===== config.mk =====
export PLATFORM = sky130hd
export DESIGN_NAME = apu_pulse_channel
export DESIGN_NICKNAME = d
export VERILOG_FILES = /design/src/rtl/apu_pkg.sv /design/src/rtl/apu_envelope.sv /design/src/rtl/apu_pulse_channel.sv
export SDC_FILE = /design/constraint.sdc
export NUM_CORES = 1
export LEC_CHECK = 0
export ABC_CLOCK_PERIOD_IN_PS = 3900
export BUFFER_PORTS_ARGS = -buffer_cell sky130_fd_sc_hd__clkbuf_2
export CORE_ASPECT_RATIO = 0.6
export CORE_MARGIN = 1
export CORE_UTILIZATION = 37
export CTS_BUF_LIST = sky130_fd_sc_hd__clkbuf_16
export DETAILED_ROUTE_END_ITERATION = 8
export PLACE_DENSITY = 0.65
export SYNTH_ARGS = -nofsm -noshare
export SYNTH_HDL_FRONTEND = slang
export SYNTH_SLANG_ARGS = --single-unit

===== constraint.sdc =====
create_clock -name clk -period 3.9 [get_ports clk]
set_input_delay 0.195 -clock clk [delete_from_list [all_inputs] [get_ports clk]]
set_output_delay 0.195 -clock clk [all_outputs]
set_load 0.02 [all_outputs]

===== src/rtl/apu_pkg.sv =====
// rtl/apu_pkg.sv - shared APU tables, base addresses and pulse channel state types
package apu_pkg;

   localparam logic [15:0] PULSE1_BASE = 16'h4000;
   localparam logic [15:0] PULSE2_BASE = 16'h4004;

   localparam logic [7:0] LENGTH_TABLE [0:31] = '{
      8'd10,  8'd254, 8'd20, 8'd2,  8'd40, 8'd4,  8'd80, 8'd6,
      8'd160, 8'd8,   8'd60, 8'd10, 8'd14, 8'd12, 8'd26, 8'd14,
      8'd12,  8'd16,  8'd24, 8'd18, 8'd48, 8'd20, 8'd96, 8'd22,
      8'd192, 8'd24,  8'd72, 8'd26, 8'd16, 8'd28, 8'd32, 8'd30
   };

   // Bit n of each pattern is the output level at sequencer step n.
   localparam logic [7:0] DUTY_TABLE [0:3] = '{
      8'b0000_0010,
      8'b0000_0110,
      8'b0001_1110,
      8'b1111_1001
   };

   typedef enum logic [1:0] {
      REG_CTRL  = 2'd0,
      REG_SWEEP = 2'd1,
      REG_TLO   = 2'd2,
      REG_THI   = 2'd3
   } pulse_reg_e;

   typedef struct packed {
      logic [1:0]  duty;
      logic        halt;
      logic        const_vol;
      logic [3:0]  volume;
      logic        sweep_en;
      logic [2:0]  sweep_period;
      logic        sweep_neg;
      logic [2:0]  sweep_shift;
      logic        sweep_reload;
      logic [2:0]  sweep_div;
      logic [10:0] period;
      logic [10:0] timer;
      logic [2:0]  step;
      logic [7:0]  length;
   } pulse_state_t;

endpackage


===== src/rtl/apu_envelope.sv =====
// rtl/apu_envelope.sv - envelope generator (start flag, divider, decay level)
module apu_envelope
   import apu_pkg::*;
(
   input  logic       clk,
   input  logic       rst,
   input  logic       quarter_clk_en,
   input  logic       start,
   input  logic       loop_en,
   input  logic [3:0] volume,
   output logic [3:0] decay
);

   logic       start_q, start_d;
   logic [3:0] div_q, div_d;
   logic [3:0] decay_q, decay_d;

   always_comb begin
      start_d = start_q;
      div_d   = div_q;
      decay_d = decay_q;
      if (quarter_clk_en) begin
         if (start_q) begin
            start_d = 1'b0;
            decay_d = 4'hF;
            div_d   = volume;
         end else if (div_q == 4'd0) begin
            div_d = volume;
            if (decay_q != 4'd0) begin
               decay_d = decay_q - 4'd1;
            end else if (loop_en) begin
               decay_d = 4'hF;
            end
         end else begin
            div_d = div_q - 4'd1;
         end
      end
      // A start request landing on a tick is kept for the next tick.
      if (start) begin
         start_d = 1'b1;
      end
   end

   always_ff @(posedge clk) begin
      if (rst) begin
         start_q <= 1'b0;
         div_q   <= 4'd0;
         decay_q <= 4'd0;
      end else begin
         start_q <= start_d;
         div_q   <= div_d;
         decay_q <= decay_d;
      end
   end

   assign decay = decay_q;

endmodule


===== src/rtl/apu_pulse_channel.sv =====
// rtl/apu_pulse_channel.sv - pulse voice: register decode, timer, duty, sweep, length, envelope
module apu_pulse_channel
   import apu_pkg::*;
#(
   parameter int CHANNEL = 0
) (
   input  logic        clk,
   input  logic        rst,
   input  logic        cpu_clk_en,
   input  logic        apu_clk_en,
   input  logic        quarter_clk_en,
   input  logic        half_clk_en,
   input  logic [15:0] addr,
   input  logic [7:0]  data_in,
   input  logic        we,
   input  logic        length_enable,
   output logic        length_nonzero,
   output logic [3:0]  out
);

   localparam logic [15:0] BASE     = (CHANNEL == 0) ? PULSE1_BASE : PULSE2_BASE;
   localparam logic [11:0] NEG_BIAS = (CHANNEL == 0) ? 12'd1 : 12'd0;

   pulse_state_t state_q, state_d;

   logic       reg_hit;
   pulse_reg_e reg_idx;
   logic       wr_ctrl, wr_sweep, wr_tlo, wr_thi;
   logic [10:0] delta;
   logic [11:0] target;
   logic        mute;
   logic [7:0]  duty_pattern;
   logic [3:0]  env_decay;

   assign reg_hit  = cpu_clk_en & we & (addr[15:2] == BASE[15:2]);
   assign reg_idx  = pulse_reg_e'(addr[1:0]);
   assign wr_ctrl  = reg_hit & (reg_idx == REG_CTRL);
   assign wr_sweep = reg_hit & (reg_idx == REG_SWEEP);
   assign wr_tlo   = reg_hit & (reg_idx == REG_TLO);
   assign wr_thi   = reg_hit & (reg_idx == REG_THI);

   // Pulse 1 negates in ones' complement, pulse 2 in two's complement.
   always_comb begin
      delta = state_q.period >> state_q.sweep_shift;
      if (state_q.sweep_neg) begin
         target = {1'b0, state_q.period} - {1'b0, delta} - NEG_BIAS;
      end else begin
         target = {1'b0, state_q.period} + {1'b0, delta};
      end
      mute = (state_q.period < 11'd8) | (~state_q.sweep_neg & (target > 12'h7FF));
   end

   always_comb begin
      state_d = state_q;

      if (apu_clk_en) begin
         if (state_q.timer == 11'd0) begin
            state_d.timer = state_q.period;
            state_d.step  = state_q.step + 3'd1;
         end else begin
            state_d.timer = state_q.timer - 11'd1;
         end
      end

      if (half_clk_en) begin
         if ((state_q.length != 8'd0) && !state_q.halt) begin
            state_d.length = state_q.length - 8'd1;
         end
         if ((state_q.sweep_div == 3'd0) && state_q.sweep_en &&
             (state_q.sweep_shift != 3'd0) && !mute) begin
            state_d.period = target[10:0];
         end
         if ((state_q.sweep_div == 3'd0) || state_q.sweep_reload) begin
            state_d.sweep_div    = state_q.sweep_period;
            state_d.sweep_reload = 1'b0;
         end else begin
            state_d.sweep_div = state_q.sweep_div - 3'd1;
         end
      end

      // CPU writes are applied last so they override same-cycle tick updates.
      if (wr_ctrl) begin
         state_d.duty      = data_in[7:6];
         state_d.halt      = data_in[5];
         state_d.const_vol = data_in[4];
         state_d.volume    = data_in[3:0];
      end
      if (wr_sweep) begin
         state_d.sweep_en     = data_in[7];
         state_d.sweep_period = data_in[6:4];
         state_d.sweep_neg    = data_in[3];
         state_d.sweep_shift  = data_in[2:0];
         state_d.sweep_reload = 1'b1;
      end
      if (wr_tlo) begin
         state_d.period = {state_q.period[10:8], data_in};
      end
      if (wr_thi) begin
         state_d.period = {data_in[2:0], state_q.period[7:0]};
         state_d.step   = 3'd0;
         state_d.length = LENGTH_TABLE[data_in[7:3]];
      end

      if (!length_enable) begin
         state_d.length = 8'd0;
      end
   end

   always_ff @(posedge clk) begin
      if (rst) begin
         state_q <= '0;
      end else begin
         state_q <= state_d;
      end
   end

   apu_envelope u_envelope (
      .clk            (clk),
      .rst            (rst),
      .quarter_clk_en (quarter_clk_en),
      .start          (wr_thi),
      .loop_en        (state_q.halt),
      .volume         (state_q.volume),
      .decay          (env_decay)
   );

   assign duty_pattern   = DUTY_TABLE[state_q.duty];
   assign length_nonzero = (state_q.length != 8'd0);

   always_comb begin
      out = 4'd0;
      if (!mute && length_nonzero && duty_pattern[state_q.step]) begin
         out = state_q.const_vol ? state_q.volume : env_decay;
      end
   end

endmodule


# Word-level counts from Yosys, hierarchy flattened
# Memories as Yosys holds them, arrays and structs flattened.
# Index checks and enable logic that the tools add are counted.
dict set report op_classes {
  n_shift 1
  n_reduce_logical 34
  n_bitwise 13
  mux 29
  magnitude_cmp 5
  eq_ne 5
  add_sub_neg 9
}
# op n
set ops {}
lappend ops {{$mux 8} 7}
lappend ops {{$mux 11} 4}
lappend ops {{$mux 4} 8}
lappend ops {{$reduce_bool 2->1} 9}
lappend ops {{$bmux 8 s2} 1}
lappend ops {{$mux 15} 1}
lappend ops {{$eq 14x13->1 const B} 1}
lappend ops {{$add 11x11->12} 1}
lappend ops {{$gt 12x11->1 const B} 1}
lappend ops {{$mux 12} 1}
lappend ops {{$sub 11x11->12} 1}
lappend ops {{$sub 12x1->12 const B} 1}
lappend ops {{$logic_not 11->1} 1}
lappend ops {{$lt 11x4->1 const B} 1}
lappend ops {{$shr 11x3->11} 1}
lappend ops {{$sub 11x1->11 const B} 1}
lappend ops {{$reduce_and 3->1} 3}
lappend ops {{$reduce_bool 8->1} 1}
lappend ops {{$sub 4x1->4 const B} 2}
lappend ops {{$sub 8x1->8 const B} 1}
lappend ops {{$and 1x1->1} 7}
lappend ops {{$ge 6x6->1 const B} 1}
lappend ops {{$logic_and 1x1->1} 6}
lappend ops {{$not 5->6} 1}
lappend ops {{other kinds (22)} 34}
dict set report word_totals {
  n_memories 1
  romBits 256
  register_bits 62
}
# memory words width rd rd_clocked_by_memory_dff wr line
set memory_table {}
lappend memory_table {{(no name shown)} 32 8 1 0 0 apu_pulse_channel.sv:101} ;# state_d.length = LENGTH_TABLE[data_in[7:3]];

# Longest topological paths before layout
# Gate-level depths: netlist of the first run.
dict set report depth {
  word_depth 13
  mapped_depth 17
}

# Hierarchy
# From an unflattened synthesis of the first run, not the netlist that was laid out.
dict set report unflattened {
  cells_unflattened 657
  area_unflattened_um2 4951.0
}
# module seq_area_each_um2 cells_each area_per_inst_um2 instances
set by_module_without_submodules {}
lappend by_module_without_submodules {apu_pulse_channel 1061.0 593 4394.2 1}
lappend by_module_without_submodules {apu_envelope 180.2 64 556.8 1}

# Least setup slack after synthesis of the first run
# No wires, ideal clock.
dict set report synth_timing {
  path_kind {register to register}
  startpoint {register state_q[38] in the netlist's numbering}
  endpoint {register state_q[23] in the netlist's numbering}
  stages_incl_launch_ff 14
  setup_ns 0.086
  required_ns 3.814
  period_less_slack_ns 3.630
  n_path_buf 3
  slack_ns 0.270
  arrival_time_ns 3.545
  cell_sequence {dfxtp_1 clkbuf_1 buf_1 mux2i_1 mux2i_1 o21ai_0 ha_1 clkbuf_1 or4_1 o21ai_0 a221oi_2 o21ai_4 mux2_2 a211oi_1}
}
dict set report synth_between {
  elab_chain_len 11
}
# element line
set synth_lines {}
lappend synth_lines {{start: declaration} apu_pulse_channel.sv:24} ;# pulse_state_t state_q, state_d;
lappend synth_lines {{start signal: assignment} apu_pulse_channel.sv:113} ;# state_q <= state_d;
lappend synth_lines {{$shr 11x3->11} apu_pulse_channel.sv:44} ;# delta = state_q.period >> state_q.sweep_shift;
lappend synth_lines {{$sub 11x11->12} apu_pulse_channel.sv:46} ;# target = {1'b0, state_q.period} - {1'b0, delta} - NEG_BIAS;
lappend synth_lines {{$sub 12x1->12} apu_pulse_channel.sv:46}
lappend synth_lines {{$mux 12} apu_pulse_channel.sv:45} ;# if (state_q.sweep_neg) begin
lappend synth_lines {{$gt 12x11->1} apu_pulse_channel.sv:50} ;# mute = (state_q.period < 11'd8) | (~state_q.sweep_neg & (target > 12'h7FF));
lappend synth_lines {{$and 1x1->1} apu_pulse_channel.sv:50}
lappend synth_lines {{$or 1x1->1} apu_pulse_channel.sv:50}
lappend synth_lines {{$logic_not 1->1} apu_pulse_channel.sv:70} ;# (state_q.sweep_shift != 3'd0) && !mute) begin
lappend synth_lines {{$logic_and 1x1->1} apu_pulse_channel.sv:70}
lappend synth_lines {{$reduce_bool 2->1 (no source line)} n/a}
lappend synth_lines {{$reduce_and 3->1 (no source line)} n/a}
# Parallel ways exist; a longest one is shown, timed or not. The select of a mux whose other input is x is not followed.
# A chain may end at the register's enable or synchronous reset.

# Worst setup path in the final report of the first run
dict set report layout_timing {
  startpoint {register state_q[38] in the netlist's numbering}
  endpoint {output port out[1]}
}
dict set report layout_between {
  elab_chain_len 11
}
# element line
set layout_lines {}
lappend layout_lines {{$shr 11x3->11 (*)} apu_pulse_channel.sv:44}
lappend layout_lines {{$sub 11x11->12} apu_pulse_channel.sv:46}
lappend layout_lines {{$sub 12x1->12} apu_pulse_channel.sv:46}
lappend layout_lines {{$mux 12 (*)} apu_pulse_channel.sv:45}
lappend layout_lines {{$gt 12x11->1 (*)} apu_pulse_channel.sv:50}
lappend layout_lines {{$and 1x1->1 (*)} apu_pulse_channel.sv:50}
lappend layout_lines {{$or 1x1->1 (*)} apu_pulse_channel.sv:50}
lappend layout_lines {{$logic_not 1->1 (*)} apu_pulse_channel.sv:132} ;# if (!mute && length_nonzero && duty_pattern[state_q.step]) begin
lappend layout_lines {{$logic_and 1x1->1 (*) (2 in a row)} apu_pulse_channel.sv:132}
lappend layout_lines {{$mux 4 (*)} apu_pulse_channel.sv:132}
lappend layout_lines {{end: declaration} apu_pulse_channel.sv:18} ;# output logic [3:0] out
# Every way passes the cells marked *; elsewhere a longest branch is shown, timed or not.

==> results of run 1 <==
## repair_timing
action                     CTS  global route
gates resized for setup      5            10
setup endpoints to repair    4             4
buffers inserted             0             8
pin swaps                    0             3
## flip-flops by register name, indices dropped and copies added, names as in the netlist
name / cells
state_q: 53
u_envelope.decay: 4
u_envelope.div_q: 4
u_envelope.start_q: 1
## placed cells by master (no fill, tap or decap), types with 3 or more instances in the layout
cell        instances
o21ai_1             3
clkbuf_2           36
nand2_1            58
a211oi_1           16
ha_1               37
o21a_1              5
o21ai_0            37
nand2b_1            9
xnor2_1            16
o31ai_1             5
ha_2                3
o21bai_1            5
clkinvlp_4          3
clkbuf_16           9
nor2_1             72
o211ai_1            5
inv_1              43
nand4_1             4
or3_1              10
mux2_2              3
nor2b_1            12
dfxtp_1            60
clkinv_2            3
and3_1              3
nor4_1             11
nand3_1            24
a21oi_1            45
a22oi_1             3
nand3b_1            3
a2bb2oi_1           3
nor3_1             16
or4_1               5
buf_4              20
mux2i_1            40
o22ai_1             3
## metal layers
layer	share of wire (%)	up-vias	global-route usage [%]
met5	0	-	0
li1	-	2363	-
met4	1.2	0	4.70
met1	51	2386	33.1
met2	40	199	29.7
met3	7.8	20	5.92
## critical path: stages (launching register included)
cell,delay (ns)
dfxtp_4,0.43
mux2_2,0.37
nor2_1,0.09
a21oi_1,0.07
mux2i_1,0.20
buf_4,0.15
ha_2,0.31
or4_1,0.50
o21ai_2,0.16
buf_4,0.16
a221oi_4,0.06
o21bai_1,0.19
a221oi_1,0.11
buf_4,0.16
nor2b_1,0.13
clkbuf_2,0.15
## cell families after synthesis
group | Yosys count | share of synthesized area (%)
compound gates | 157 | 20.6
xor+xnor | 18 | 3.17
fa+ha+maj | 42 | 10.9
buf+inv | 82 | 6.42
flops | 62 | 25.0
mux | 46 | 9.84
simple gates | 242 | 24.1
## path summary, 6_finish.rpt
check | start | to | slack, ns | cells after the start
max | state_q[38] | out[1] | 0.12 | 15
min | quarter_clk_en | u_envelope.div_q[1] | 0.21 | 3
max reg2reg | state_q[38] | state_q[23] | 0.38 | 14
min reg2reg | state_q[44] | state_q[44] | 0.46 | 2
## metrics by stage
| stage | instance area [um^2] | cells | utilization (%) | setup slack [ns] | hold slack, ns |
|---|---|---|---|---|---|
| 5_1_grt | 5680 | 854 | 43.8 | -0.0334 | 0.220 |
| 6_report | 5680 | 854 | 43.8 | 0.115 | 0.208 |
| 3_3_place_gp | 5310 | 830 | 40.9 | 0.130 | 0.444 |
| 4_1_cts | 5590 | 846 | 43.1 | 0.00749 | 0.185 |
| 2_1_floorplan | 4970 | 649 | - | 0.270 | 0.335 |
| 3_5_place_dp | 5310 | 830 | 40.9 | -0.0531 | 0.456 |
## area by class of cell
type / count / area (um^2)
timing repair buffer: 57 / 338
clock inverter: 7 / 41.3
clock buffer: 9 / 225
sequential: 62 / 1250
multi-input combinational: 505 / 3450
fill: 1336 / 7300
tap: 170 / 213
inverter: 44 / 165
## power by group through the flow
| stage | Combinational (mW) | Sequential (mW) | Clock (mW) |
|---|---|---|---|
| floorplan | 0.689 | 0.808 | 0 |
| global placement | 0.831 | 0.825 | 0 |
| detailed placement | 0.870 | 0.828 | 0 |
| CTS | 0.874 | 0.815 | 0.742 |
| global route | 1.01 | 0.830 | 0.776 |
| finish | 0.880 | 0.818 | 0.733 |
==> results by group, run 1 <==
Pwr
  – Internal: around 1.5 mW
  – Clk network pwr share: between 30% and 40%
  – Switching Fraction: a little under two fifths
  – Overall power: about 2.4 mW
  – LEAKAGE: ~2.3 nW
  – Pwr dens: approximately 430 mW/mm^2
  – Net Switching: roughly 0.93 mW
  – Flop pwr share: 33.6%
  – Max IR drop VDD: ~210 uV
  – Logic pwr share: 36.2%

Synth
  – Post-synthesis sequential area ratio: between 20% and 30%
  – Top_reg_cell synth: dfxtp_1
  – EDFF count, synth: 0
  – YS warnings: 0
  – Async S/R FF share, synth: 0%
  – Synth top area share: between 20% and 30%
  – Avg Inst Size Synth: 7.66 um^2
  – Area leader, netlist: dfxtp_1
  – Count leader, synth: nor2_1
  – Top cells by area, synth: dfxtp_1, ha_1, mux2i_1
  – Synth Net Count: a little over 700
  – Yosys reg bits: between 60 and 70
  – Syn Inst Count: 649
  – Commonest cells post-synth: nor2_1, dfxtp_1, nand2_1, a21oi_1, inv_1
  – Distinct cells, synth: 67
  – Cell Area, Synth: about 0.0050 mm^2

Clock tree
  – Clk Tree Root Cell: clkbuf_16
  – CTS H-Tree Depth: 3
  – Clock Path Buffers: 2
  – Clock transition at the registers of the reported paths: ~0.060 ns
  – Hold buffers post-CTS: 0
  – TritonCTS clock tree: yes
  – CTS sink count: 62
  – Later-pin clock latency in the skew report: ~0.34 ns
  – Num CTS Buffers: 9

Outcome
  – Status: complete, no violations

Routing
  – Routed Antenna Nets: 0
  – Drt via density: approximately 5.8
  – Detailed-route wire length: roughly 15000 um
  – Final routed DRC violation total: 0
  – Via Count: 4968
  – WL per Instance: about 17 um
  – Initial DRC Count: just over 500
  – DR pass1 iterations: 5

Cells and area
  – Final layout net count: approximately 750
  – Area Overhead vs Synth: 14.2%
  – N_diodes: 0
  – Share of layout cells above drive strength 1: 14.0%

Floorplan
  – CORE AREA: roughly 0.013 mm^2
  – Initial Util: a little under two fifths
  – Die ar.: about 0.014 mm^2
  – Std-Cell Rows: 32
  – Top-level I/O count: 37
  – Die Width: between 150 and 200 um
  – Die Ht: 91.8 um

Critical path
  – Worst EP required: about 3.7 ns
  – CP Capture Type: output port
  – Critical path arrival: roughly 3.6 ns
  – Critical Path Start Type: register
  – Crit path max fanout: 9
  – CP Class: reg2out

Hold path
  – Worst Hold Class: in2reg

STA
  – Setup TNS Final: 0 ns
  – Finish-stage setup viols: 0
  – Max Slew Vio Count: 0
  – Final hold viol count: 0
  – Period minus WS final: between 3 and 4 ns
  – F_max: ~260 MHz
  – Worst Tran Pin Value: slightly below 1 ns
  – Slew margin rel.: about a third
  – Clk_skew: about 0.0055 ns
  – Fin crit share: between 90% and 100%

Placed design
  – Port bufs: 36
  – GP Congestion: between 0.9 and 1
  – Post-DP HPWL: approximately 11000 um

GRT
  – Initial antenna violation count: 0
  – Gr ovfl total: 0
  – Vias in the first global route: ~4600
  – Tot GR Track Use: a little over a fifth
  – Largest net degree at the start of global routing: 53
  – First-pass GRT wire length: 23500 um

Run
  – Number of max-cap violations: 0
Power figures use the tool's default switching activity.
==> inputs of run 2 (changes only) <==
==> constraint.sdc (replaced) <==
create_clock -name clk -period 3.9 [get_ports clk]
set_input_delay 0.585 -clock clk [delete_from_list [all_inputs] [get_ports clk]]
set_output_delay 0.585 -clock clk [all_outputs]
set_load 0.02 [all_outputs]
==> run 2 against run 1 <==
  * The flow now finishes with violations (setup timing)
  * Utilization increased by 2.5 points
  * Critical endpoint is now out[3]
  * Cell count increased by 1.1%
  * Worst hold slack improved by 0.26 ns
  * Sequential cell count unchanged
  * Sequential power about the same
  * Fmax decreased by 3.6%
  * Via count decreased by 1.0%
  * Critical path depth decreased by 3
  * Total power decreased by 1.6%
  * Combinational power increased by 2%
  * Clock power decreased by 7.1%
  * Critical path type unchanged
==> results by group, run 2 (synthesis gave the netlist of run 1 again) <==
Critical path
  – Critical Path Start Type: register
  – Crit path max fanout: 6 (-3)
  – Crit-path max cell delay: 0.52 ns (+0.02 ns)
  – Critical path arrival: 3.34 ns (-0.25 ns)
  – CP max-delay cell: or4_1
  – CP cell instances: mux2_4 -> o21ai_1 -> nand2_1 -> o21ai_2 -> ha_2 -> or4_1 -> o21ai_2 -> a221oi_4 -> o21bai_2 -> a221oi_4 -> nor2b_4 -> buf_8
  – Worst EP required: 3.31 ns (-0.39 ns)
  – CP Class: reg2out
  – CP Capture Type: output port

Cells and area
  – Area Overhead vs Synth: 20.8%
  – N_diodes: 0 (unchanged)
  – Fill count: 1303 (-2.5%)
  – Most common cell after layout, fill and taps aside: nor2_1
  – Multi-input gate area: 0.00363 mm^2 (+5.4%)
  – Max reg flops: 53 (unchanged)
  – Top reg by flops: state_q
  – Post-Layout Cell Count: 863 (+1.1%)
  – Storage cell area: 0.00125 mm^2 (+0.20%)
  – Share of layout cells above drive strength 1: 19.0% (+5.0 points)
  – Post-Route Utilization: 46.3% (+2.5 points)
  – Most frequent cells in the layout: nor2_1, nand2_1, dfxtp_1, a21oi_1, inv_1
  – Final layout net count: 764 (+1.5%)

Floorplan
  – Initial Util: 38.3% (unchanged)
  – CORE AREA: 0.0130 mm^2 (unchanged)
  – Std-Cell Rows: 32 (unchanged)
  – Die Width: 152 um (unchanged)
  – Die Ht: 91.8 um (unchanged)
  – Die ar.: 0.0139 mm^2 (unchanged)
  – Top-level I/O count: 37 (unchanged)

STA
  – Setup TNS Final: -0.0900 ns (-0.0900 ns)
  – Final hold viol count: 0 (unchanged)
  – Fin crit share: 101% (+3.6 points)
  – RSZ-0062 raised after global routing: yes
  – F_max: 255 MHz (-3.6%)
  – Slew margin rel.: 34.6% (+1.0 points)
  – Max Slew Vio Count: 0 (unchanged)
  – Period minus WS final: 3.92 ns (+0.140 ns)
  – Clk_skew: 0.00578 ns (+0.000320 ns)
  – Worst setup margin: -0.0247 ns (-0.140 ns)
  – Worst Tran Pin Value: 0.969 ns (-0.0154 ns)
  – Finish-stage setup viols: 4 (+4)

Clock tree
  – Clk Tree Root Cell: clkbuf_16
  – CTS sink count: 62 (unchanged)
  – TritonCTS clock tree: yes
  – Hold buffers post-CTS: 0 (unchanged)
  – CTS H-Tree Depth: 3 (unchanged)
  – Clock Path Buffers: 2 (unchanged)
  – Later-pin clock latency in the skew report: 0.32 ns (-0.02 ns)
  – Clock transition at the registers of the reported paths: 0.05 ns (about the same)
  – Num CTS Buffers: 9 (unchanged)

Routing
  – Final routed DRC violation total: 0 (unchanged)
  – Via Count: 4916 (-1.0%)
  – WL per Instance: 16.7 um (-2.2%)
  – DR pass1 iterations: 5 (unchanged)
  – Initial DRC Count: 349 (-31%)
  – Drt via density: 5.70 (-2.1%)
  – Detailed-route wire length: 14400 um (-1.2%)
  – Routed Antenna Nets: 0 (unchanged)

GRT
  – First-pass GRT wire length: 23300 um (-0.68%)
  – Vias in the first global route: 4548 (-0.11%)
  – Largest net degree at the start of global routing: 52 (-1.9%)
  – Gr ovfl total: 0 (unchanged)
  – Initial antenna violation count: 0 (unchanged)
  – Tot GR Track Use: 21.4% (-0.39 points)

Placed design
  – Dpl ws: -0.0346 ns (+0.0184 ns)
  – Cells after DPL: 839 (+1.1%)
  – Post-DP HPWL: 10600 um (-3.5%)
  – Port bufs: 36 (unchanged)
  – GP Congestion: 0.872 (-8.4%)

Pwr
  – Overall power: 2.39 mW (-1.6%)
  – LEAKAGE: 2.37 nW (+4.0%)
  – Pwr dens: 398 mW/mm^2 (-7.0%)
  – Max IR drop VDD: 209 uV (-1.9%)

Outcome
  – Failing checks: setup timing
  – Status: finished with violations

Run
  – Number of max-cap violations: 0 (unchanged)

Hold path
  – Worst Hold Class: reg2reg
==> run 2: worst max-delay path, delay by kind of cell (launching register included) <==
kind / cells / cell delay (ns)
AOI/OAI and AO/OA: 6 / 1.01
and+or+nand+nor: 3 / 0.78
DFF: 1 / 0.41
adders and majority gates: 1 / 0.34
muxes: 1 / 0.33
buffers and inverters: 1 / 0.13
==> run 2: per-layer routing <==
metal / vias to the layer above / routed length [um] / track usage [%]
li1: 2398 / - / -
met1: 2320 / 7380 / 32.8
met2: 188 / 5700 / 28.9
met3: 10 / 1270 / 6.17
met4: 0 / 90 / 3.88
met5: - / 0 / 0
==> run 2: metrics by stage <==
step / instance area [um^2] / hold slack [ns]
2_1_floorplan: 4980 / 0.432
3_3_place_gp: 5400 / 0.448
3_5_place_dp: 5400 / 0.459
4_1_cts: 5910 / 0.466
5_1_grt: 6010 / 0.476
6_report: 6010 / 0.471
==> run 2: path summary, 6_finish.rpt <==
kind                from           to  slack [ns]  depth (start not counted)
max          state_q[38]       out[3]       -0.02                         12
min          state_q[42]  state_q[42]        0.47                          2
max reg2reg  state_q[38]  state_q[27]        0.39                         13
min reg2reg  state_q[42]  state_q[42]        0.47                          2
==> run 2: report_power, final <==
part	switching, mW	internal [mW]	total (mW)
logic	0.543	0.351	0.894
registers	0.0876	0.730	0.818
clock network	0.269	0.412	0.681
==> run 2: what timing repair did <==
item	CTS	global route
pin swaps	11	11
gates cloned	1	0
resized for setup	40	27
endpoints found under the setup margin	4	4
buffers inserted	10	1
==> run 2: layout make-up <==
cell class	instances	share of cell area, %
Multi-Input combinational cell	505	60.5
Sequential cell	62	20.8
Timing Repair Buffer	68	8.35
Clock buffer	9	3.75
Tap cell	170	3.54
Inverter	44	2.75
Clock inverter	5	0.333
